**src/rtl/fxp_accum_sequencer_pkg.sv**
```systemverilog
// Shared definitions for the fixed-point accumulate sequencer: default widths,
// state encoding and the default-width saturation limits.
package fxp_accum_sequencer_pkg;

    localparam int DEF_DATA_W = 32;
    localparam int DEF_FRAC_W = 16;
    localparam int DEF_CNT_W  = 16;

    // State encoding kept as plain constants so older tools see a fixed 2-bit code.
    localparam logic [1:0] ST_IDLE  = 2'd0;
    localparam logic [1:0] ST_ACCUM = 2'd1;
    localparam logic [1:0] ST_DRAIN = 2'd2;

    localparam logic [DEF_DATA_W-1:0] FXP_MAX = 32'h7FFF_FFFF;
    localparam logic [DEF_DATA_W-1:0] FXP_MIN = 32'h8000_0000;

endpackage

```
**src/rtl/fxp_addsub_unit.sv**
```systemverilog
// Combinational signed add/subtract step with overflow detect.
// Saturating clamp on overflow is built when FXP_SATURATE_EN is defined.
module fxp_addsub_unit #(
    parameter int DATA_W = 32
) (
    input  logic [DATA_W-1:0] a,
    input  logic [DATA_W-1:0] b,
    input  logic              sub,
    output logic [DATA_W-1:0] result,
    output logic              overflow
);

    logic [DATA_W:0] wide_a_s;
    logic [DATA_W:0] wide_b_s;
    logic [DATA_W:0] wide_sum_s;

    assign wide_a_s = {a[DATA_W-1], a};
    assign wide_b_s = {b[DATA_W-1], b};

    // One extra bit of headroom makes the true sign visible in bit DATA_W.
    always_comb begin
        if (sub) begin
            wide_sum_s = wide_a_s - wide_b_s;
        end else begin
            wide_sum_s = wide_a_s + wide_b_s;
        end
    end

    assign overflow = wide_sum_s[DATA_W] ^ wide_sum_s[DATA_W-1];

`ifdef FXP_SATURATE_EN
    // Clamp toward the true sign of the wide result.
    always_comb begin
        if (overflow) begin
            if (wide_sum_s[DATA_W]) begin
                result = {1'b1, {(DATA_W-1){1'b0}}};
            end else begin
                result = {1'b0, {(DATA_W-1){1'b1}}};
            end
        end else begin
            result = wide_sum_s[DATA_W-1:0];
        end
    end
`else
    assign result = wide_sum_s[DATA_W-1:0];
`endif

endmodule

```
**src/rtl/fxp_accum_sequencer.sv**
```systemverilog
// Accumulates a stream of signed fixed-point beats into one result per sequence
// with sticky overflow and a saturating beat count. Optional: FXP_SATURATE_EN.
module fxp_accum_sequencer
    import fxp_accum_sequencer_pkg::*;
#(
    parameter int DATA_W = DEF_DATA_W,
    parameter int FRAC_W = DEF_FRAC_W,
    parameter int CNT_W  = DEF_CNT_W
) (
    input  logic              clk,
    input  logic              rst_n,
    input  logic              in_valid,
    output logic              in_ready,
    input  logic [DATA_W-1:0] in_data,
    input  logic              in_op,
    input  logic              in_last,
    output logic              out_valid,
    input  logic              out_ready,
    output logic [DATA_W-1:0] out_data,
    output logic              out_overflow,
    output logic [CNT_W-1:0]  out_count
);

    // The binary point is notional; values pass through without rescaling.
    if (FRAC_W >= DATA_W) begin : g_bad_frac
        $error("FRAC_W must be smaller than DATA_W");
    end

    logic [1:0]        state_r;
    logic [1:0]        state_next_s;
    logic [DATA_W-1:0] acc_r;
    logic [DATA_W-1:0] step_result_s;
    logic              step_ovf_s;
    logic              ovf_r;
    logic [CNT_W-1:0]  cnt_r;
    logic              in_fire_s;
    logic              out_fire_s;

    assign in_ready     = (state_r != ST_DRAIN);
    assign out_valid    = (state_r == ST_DRAIN);
    assign in_fire_s    = in_valid & in_ready;
    assign out_fire_s   = out_valid & out_ready;
    assign out_data     = acc_r;
    assign out_overflow = ovf_r;
    assign out_count    = cnt_r;

    fxp_addsub_unit #(
        .DATA_W (DATA_W)
    ) u_addsub (
        .a        (acc_r),
        .b        (in_data),
        .sub      (in_op),
        .result   (step_result_s),
        .overflow (step_ovf_s)
    );

    // Sequence control: a beat tagged last moves straight to DRAIN from IDLE or ACCUM.
    always_comb begin
        state_next_s = state_r;
        case (state_r)
            ST_IDLE, ST_ACCUM: begin
                if (in_fire_s) begin
                    state_next_s = in_last ? ST_DRAIN : ST_ACCUM;
                end else begin
                    state_next_s = state_r;
                end
            end
            ST_DRAIN: begin
                if (out_fire_s) begin
                    state_next_s = ST_IDLE;
                end else begin
                    state_next_s = state_r;
                end
            end
            default: state_next_s = ST_IDLE;
        endcase
    end

    // State register.
    always_ff @(posedge clk or negedge rst_n) begin
        if (!rst_n) begin
            state_r <= ST_IDLE;
        end else begin
            state_r <= state_next_s;
        end
    end

    // Datapath registers; clearing on the output handshake starts the next sequence at zero.
    always_ff @(posedge clk or negedge rst_n) begin
        if (!rst_n) begin
            acc_r <= {DATA_W{1'b0}};
            ovf_r <= 1'b0;
            cnt_r <= {CNT_W{1'b0}};
        end else if (out_fire_s) begin
            acc_r <= {DATA_W{1'b0}};
            ovf_r <= 1'b0;
            cnt_r <= {CNT_W{1'b0}};
        end else if (in_fire_s) begin
            acc_r <= step_result_s;
            ovf_r <= ovf_r | step_ovf_s;
            if (cnt_r != {CNT_W{1'b1}}) begin
                cnt_r <= cnt_r + CNT_W'(1);
            end else begin
                cnt_r <= cnt_r;
            end
        end else begin
            acc_r <= acc_r;
            ovf_r <= ovf_r;
            cnt_r <= cnt_r;
        end
    end

endmodule
```
**config.mk**
```make
export PLATFORM = sky130hd
export DESIGN_NAME = fxp_accum_sequencer
export DESIGN_NICKNAME = d
export VERILOG_FILES = /design/src/rtl/fxp_accum_sequencer_pkg.sv /design/src/rtl/fxp_addsub_unit.sv /design/src/rtl/fxp_accum_sequencer.sv
export SDC_FILE = /design/constraint.sdc
export NUM_CORES = 1
export LEC_CHECK = 0
export ABC_CLOCK_PERIOD_IN_PS = 3210
export BUFFER_PORTS_ARGS = -buffer_cell sky130_fd_sc_hd__buf_2
export CELL_PAD_IN_SITES_DETAIL_PLACEMENT = 1
export CELL_PAD_IN_SITES_GLOBAL_PLACEMENT = 1
export CORE_MARGIN = 3
export CORE_UTILIZATION = 42
export CTS_CLUSTER_DIAMETER = 80
export DETAILED_ROUTE_END_ITERATION = 16
export PLACE_DENSITY = 0.85
export SKIP_CTS_REPAIR_TIMING = 1
export SLEW_MARGIN = 20
export SYNTH_ARGS = -nofsm -noshare
export SYNTH_HDL_FRONTEND = slang
export SYNTH_SLANG_ARGS = --single-unit
```
**constraint.sdc**
```tcl
create_clock -name clk -period 3.21 [get_ports clk]
set_input_delay 0.1605 -clock clk [delete_from_list [all_inputs] [get_ports clk]]
set_output_delay 0.1605 -clock clk [all_outputs]
set_load 0.01 [all_outputs]
```
# Word-level counts from Yosys, hierarchy flattened
# Index checks and enable logic that the tools add are counted.
# word_totals
out_inout_bits,51
ff_bits,51
elab_cells,35
in_bits,38
# op_classes
muxes,12
n_reduce_logical,6
bitwise,4
addsub,3
n_eq_ne,6
# ops
operator,count
$mux 32,2
$mux 16,3
$add 32x32->33,1
$mux 33,1
$sub 32x32->33,1
$add 16x1->16 const B,1
$ne 16x16->1 const B,1
$mux 2,3
$ne 2x2->1 const B,2
$pmux 2 s2,1
$reduce_and 2->1,2
$reduce_bool 2->1,2
$and 1x1->1,2
$eq 2x1->1 const B,1
$eq 2x2->1 const B,1
$logic_not 2->1,1
$mux 1,2
$ne 2x1->1 const B,1
$reduce_or 2->1,1
$or 1x1->1,1
$xor 1x1->1,1

# Longest topological paths before layout
# depth
word_depth,6
mapped_depth,19
mapped_depth_nobuf,17

# By module
# A second synthesis with hierarchy kept.
# unflattened
hier_cells,515
area_unflattened_um2,4450.5
# by_module_without_submodules
mod,cells_each,seq_area_each_um2,area_per_inst_um2,n_inst
fxp_addsub_unit,337,0.0,2293.4,1
fxp_accum_sequencer,178,1276.2,2157.1,1

# Least setup slack after synthesis
# OpenSTA, ideal clock, no wires.
# synth_timing
path_kind,input port to flip-flop
start,in in_data[4]
end,"reg ovf_r, in the netlist out_overflow"
path_stages,16
setup_ns,0.126
arrival_ns,3.989
required_time_ns,3.084
path_slack_ns,-0.905
n_path_buf,2
path_cell_list,or3_4 > nor4_1 > nand2_1 > or3_1 > nor4_2 > a21oi_1 > xnor2_1 > ha_1 > clkbuf_1 > and4_1 > clkbuf_1 > and3_1 > a31oi_1 > or3b_1 > and2_0 > a221o_1
# synth_between
elab_chain_cells,6
elab_cells_between_ends,7
classes_between,2 x add/sub; 3 x mux; 2 x bitwise
# synth_lines
item,line_no,rtl
from (decl),fxp_accum_sequencer.sv:14,"input logic [DATA_W-1:0] in_data,"
$add 32x32->33 or $sub 32x32->33 (tied branches),"fxp_addsub_unit.sv:25, fxp_addsub_unit.sv:23",
$mux 33 (*),fxp_addsub_unit.sv:22,if (sub) begin
$xor 1x1->1 (*),fxp_addsub_unit.sv:29,assign overflow = wide_sum_s[DATA_W] ^ wide_sum_s[DATA_W-1];
$or 1x1->1 (*),fxp_accum_sequencer.sv:100,ovf_r <= ovf_r | step_ovf_s;
$mux 1 (*),fxp_accum_sequencer.sv:98,end else if (in_fire_s) begin
$mux 1 (*),fxp_accum_sequencer.sv:94,end else if (out_fire_s) begin
to (signal assigned),fxp_accum_sequencer.sv:100,
to (signal assigned),fxp_accum_sequencer.sv:108,ovf_r <= ovf_r;
to (decl),fxp_accum_sequencer.sv:34,logic ovf_r;
# Mark *: on every way between the ends. The rest lies on a longest branch, timed or not. The select of a mux whose other input is x is not followed.
# A chain may end at the register's enable or synchronous reset.

# Worst setup path in the final report
# Same ends and word-level chain as after synthesis.

==> flow_summary.json <==
{
  "fin_crit_ps": 4050,
  "die_h_um": 111,
  "leakage_nw": 3.36,
  "clkLatencyLatePin_ps": 350,
  "grt_usage": 0.310,
  "crit_arrival_ps": 4340,
  "layout_common_cells": "buf_4 (141), buf_2 (86), nand2_1 (52)",
  "syn-num-nets": 653,
  "hold_violations": 0,
  "cp_max_fo": 4,
  "grt-ovfl-total": 0,
  "core.rowCount": 37,
  "setup_viol": 19,
  "multiInputGateArea_um2": 3620,
  "cts_tree": "done",
  "crit_family": "simple AND/OR/NAND/NOR gates",
  "n_antenna_cell": 0,
  "fin_cells": 938,
  "crit_required_ps": 3500,
  "start_util": 0.441,
  "ir_worst_vdd_v": 0.000461,
  "worst_setup_path_end_kind": "flip-flop",
  "path_cells": "buf_6, or3_4, nor4_4, nand2_1, or3_4, nor4_4, buf_4, buf_6, a21oi_4, xnor2_2, ha_1, and4_4, nand3_4, nor4_2, o21ai_1, nand2_1, o21ai_1, a221oi_1, a221o_1",
  "worstSetupPathType": "in -> reg",
  "io_pins": 89,
  "fin_area_um2": 6860,
  "placed_area_um2": 6170,
  "drc": 0,
  "p_comb_frac": 0.756,
  "ys_dominant_reg_cell": "dfrtp_1",
  "yosysWarnings": 0,
  "fillers": 1271,
  "power_mw": 6.52,
  "cpMaxStageDelayCell": "or3_4",
  "cts_sinks": 51,
  "ant_nets": 0,
  "holdCritPathClass": "in -> reg",
  "worst_slack_ps": -837,
  "port_buffers": 88,
  "finalCritPeriodShare": 1.26,
  "grt_max_degree": 31,
  "die-area_um2": 12300,
  "crit_buf_inv": 3,
  "fmax_ghz": 0.247,
  "via_per_inst": 6.52,
  "grt_pass1_wl_um": 31300,
  "core_um2": 10500,
  "clockBufferDepth": 2,
  "antenna_found_initial": 0,
  "syn_area_um2": 4640,
  "pre_cts_ws_ps": -882,
  "p_switching_mw": 3.30,
  "clk_pin_slew_worst_paths_ps": 120,
  "first_pass_iters": 5,
  "ys_seq_elements": 51,
  "cts_inserted_buffers": 5,
  "seq_area_um2": 1280,
  "rsz0062_at_grt": "yes",
  "p_sw_frac": 0.506,
  "cts_htree_levels": 2,
  "p_int_mw": 3.22,
  "wl_per_cell_um": 27.2,
  "cap_violations": 0,
  "placed_cells": 908,
  "gp_congestion": 0.935,
  "max_stage_delay_ps": 410,
  "area_delta_synth_final_pct": 47.9,
  "power_frac_seq": 0.175,
  "cts-root-buf": "clkbuf_8",
  "violations": "negative setup slack",
  "finalCoreUtilization": 0.653,
  "nNetsFinal": 874,
  "grtUsageMet2": 0.566,
  "synthCells": 580,
  "synth_cell_types": 60,
  "mostFrequentLayoutCell": "buf_4",
  "synth_edf_count": 0,
  "dp_hpwl_um": 14400,
  "power_density_nw_per_um2": 950,
  "grt_busiest_layer": "met2",
  "gr-usage-met1": 0.356,
  "drtIter0Drc": 546,
  "async_reset_ff_frac": 1.00,
  "seq_area_frac_synth": 0.275,
  "maxSlewViolCount": 0,
  "die_width_um": 111,
  "max_slew_margin": 0.383,
  "drt_wl_total_um": 25600,
  "outcome": "complete, but fails checks",
  "grt_pass1_vias": 6035,
  "drive_above_1_share": 0.405,
  "vias": 6113,
  "finalClockSkew_ps": 21.9,
  "grtUsageMet3": 0.0464,
  "clockPowerShare": 0.068,
  "crit_path_start_kind": "primary input",
  "avgSynthCellArea_um2": 7.99,
  "tightest_slew_ps": 923
}
## through the flow
stage          hold slack (ps)  TNS, ps
2_1_floorplan             -135    -1170
3_3_place_gp               171    -6330
3_5_place_dp               187    -8590
4_1_cts                   -184    -3660
5_1_grt                   54.5    -9060
6_report                  33.6    -6560
## Yosys cell counts (all sizes together), types with 2 or more instances
| cell type | count | area share |
|---|---|---|
| nand2 | 55 | 0.045 |
| a21oi | 54 | 0.058 |
| nor2 | 54 | 0.044 |
| dfrtp | 51 | 0.28 |
| o21ai | 47 | 0.051 |
| xnor2 | 45 | 0.085 |
| ha | 34 | 0.092 |
| a21o | 23 | 0.037 |
| clkbuf | 23 | 0.019 |
| inv | 19 | 0.015 |
| xor2 | 18 | 0.034 |
| nor3 | 15 | 0.016 |
| nand2b | 14 | 0.019 |
| nand3 | 12 | 0.013 |
| and3 | 9 | 0.012 |
| or3 | 9 | 0.013 |
| a31oi | 8 | 0.011 |
| nor4 | 8 | 0.015 |
| nand4 | 7 | 0.0094 |
| and4 | 6 | 0.011 |
| nor3b | 6 | 0.011 |
| and2 | 5 | 0.0067 |
| mux2i | 5 | 0.011 |
| o21bai | 5 | 0.0081 |
| a211o | 4 | 0.0076 |
| o2111ai | 3 | 0.0057 |
| o211ai | 3 | 0.0049 |
| o22ai | 3 | 0.0040 |
| or2 | 3 | 0.0040 |
| or4 | 3 | 0.0049 |
| a21boi | 2 | 0.0032 |
| a22o | 2 | 0.0038 |
| buf | 2 | 0.0024 |
| o211a | 2 | 0.0043 |
| o221ai | 2 | 0.0038 |
| o31a | 2 | 0.0038 |
## cells by family after synthesis
| group | Yosys count | synth area share |
|---|---|---|
| AND/OR/NAND/NOR | 210 | 0.232 |
| AO/OA/AOI/OAI | 171 | 0.228 |
| XOR/XNOR | 63 | 0.119 |
| flip-flops | 51 | 0.275 |
| buffers and inverters | 44 | 0.0364 |
| adder cells (fa/ha/maj) | 35 | 0.0961 |
| multiplexers | 6 | 0.0132 |
## path summary, 6_finish.rpt
| path | cells after the start | start | endpoint | slack, ps |
|---|---|---|---|---|
| max in group asynchronous | 3 | rst_n | out_count[6] | 2010 |
| min | 2 | out_ready | state_r[1] | 30 |
| min reg2reg | 1 | state_r[1] | state_r[0] | 500 |
| max reg2reg | 13 | out_data[0] | out_overflow | -150 |
| min in group asynchronous | 2 | rst_n | out_data[8] | 330 |
| max | 19 | in_data[4] | out_overflow | -840 |
## area by class of cell
cell class,count,share of cell area
Multi-Input combinational cell,485,0.527
Clock buffer,5,0.0100
Timing Repair Buffer,239,0.238
Inverter,19,0.0104
Clock inverter,3,0.00328
Sequential cell,51,0.186
Tap cell,136,0.0248
## per-layer routing
layer	routed length [µm]	vias up
met4	2300	0
li1	-	2528
met2	12300	448
met5	0	-
met1	9090	2931
met3	1870	206
## power groups by stage
stage               combinational (mW)  clock, mW  sequential [mW]
floorplan                         1.95          0             1.16
global placement                  3.47          0             1.10
detailed placement                3.72          0             1.12
CTS                               3.81      0.436             1.11
global route                      5.15      0.460             1.17
finish                            4.93      0.446             1.14
## state kept, by name, indices dropped and copies added, names as in the netlist
register,cells
out_count,16
out_overflow,1
out_data,32
state_r,2
(Power assumes the default switching activity.)
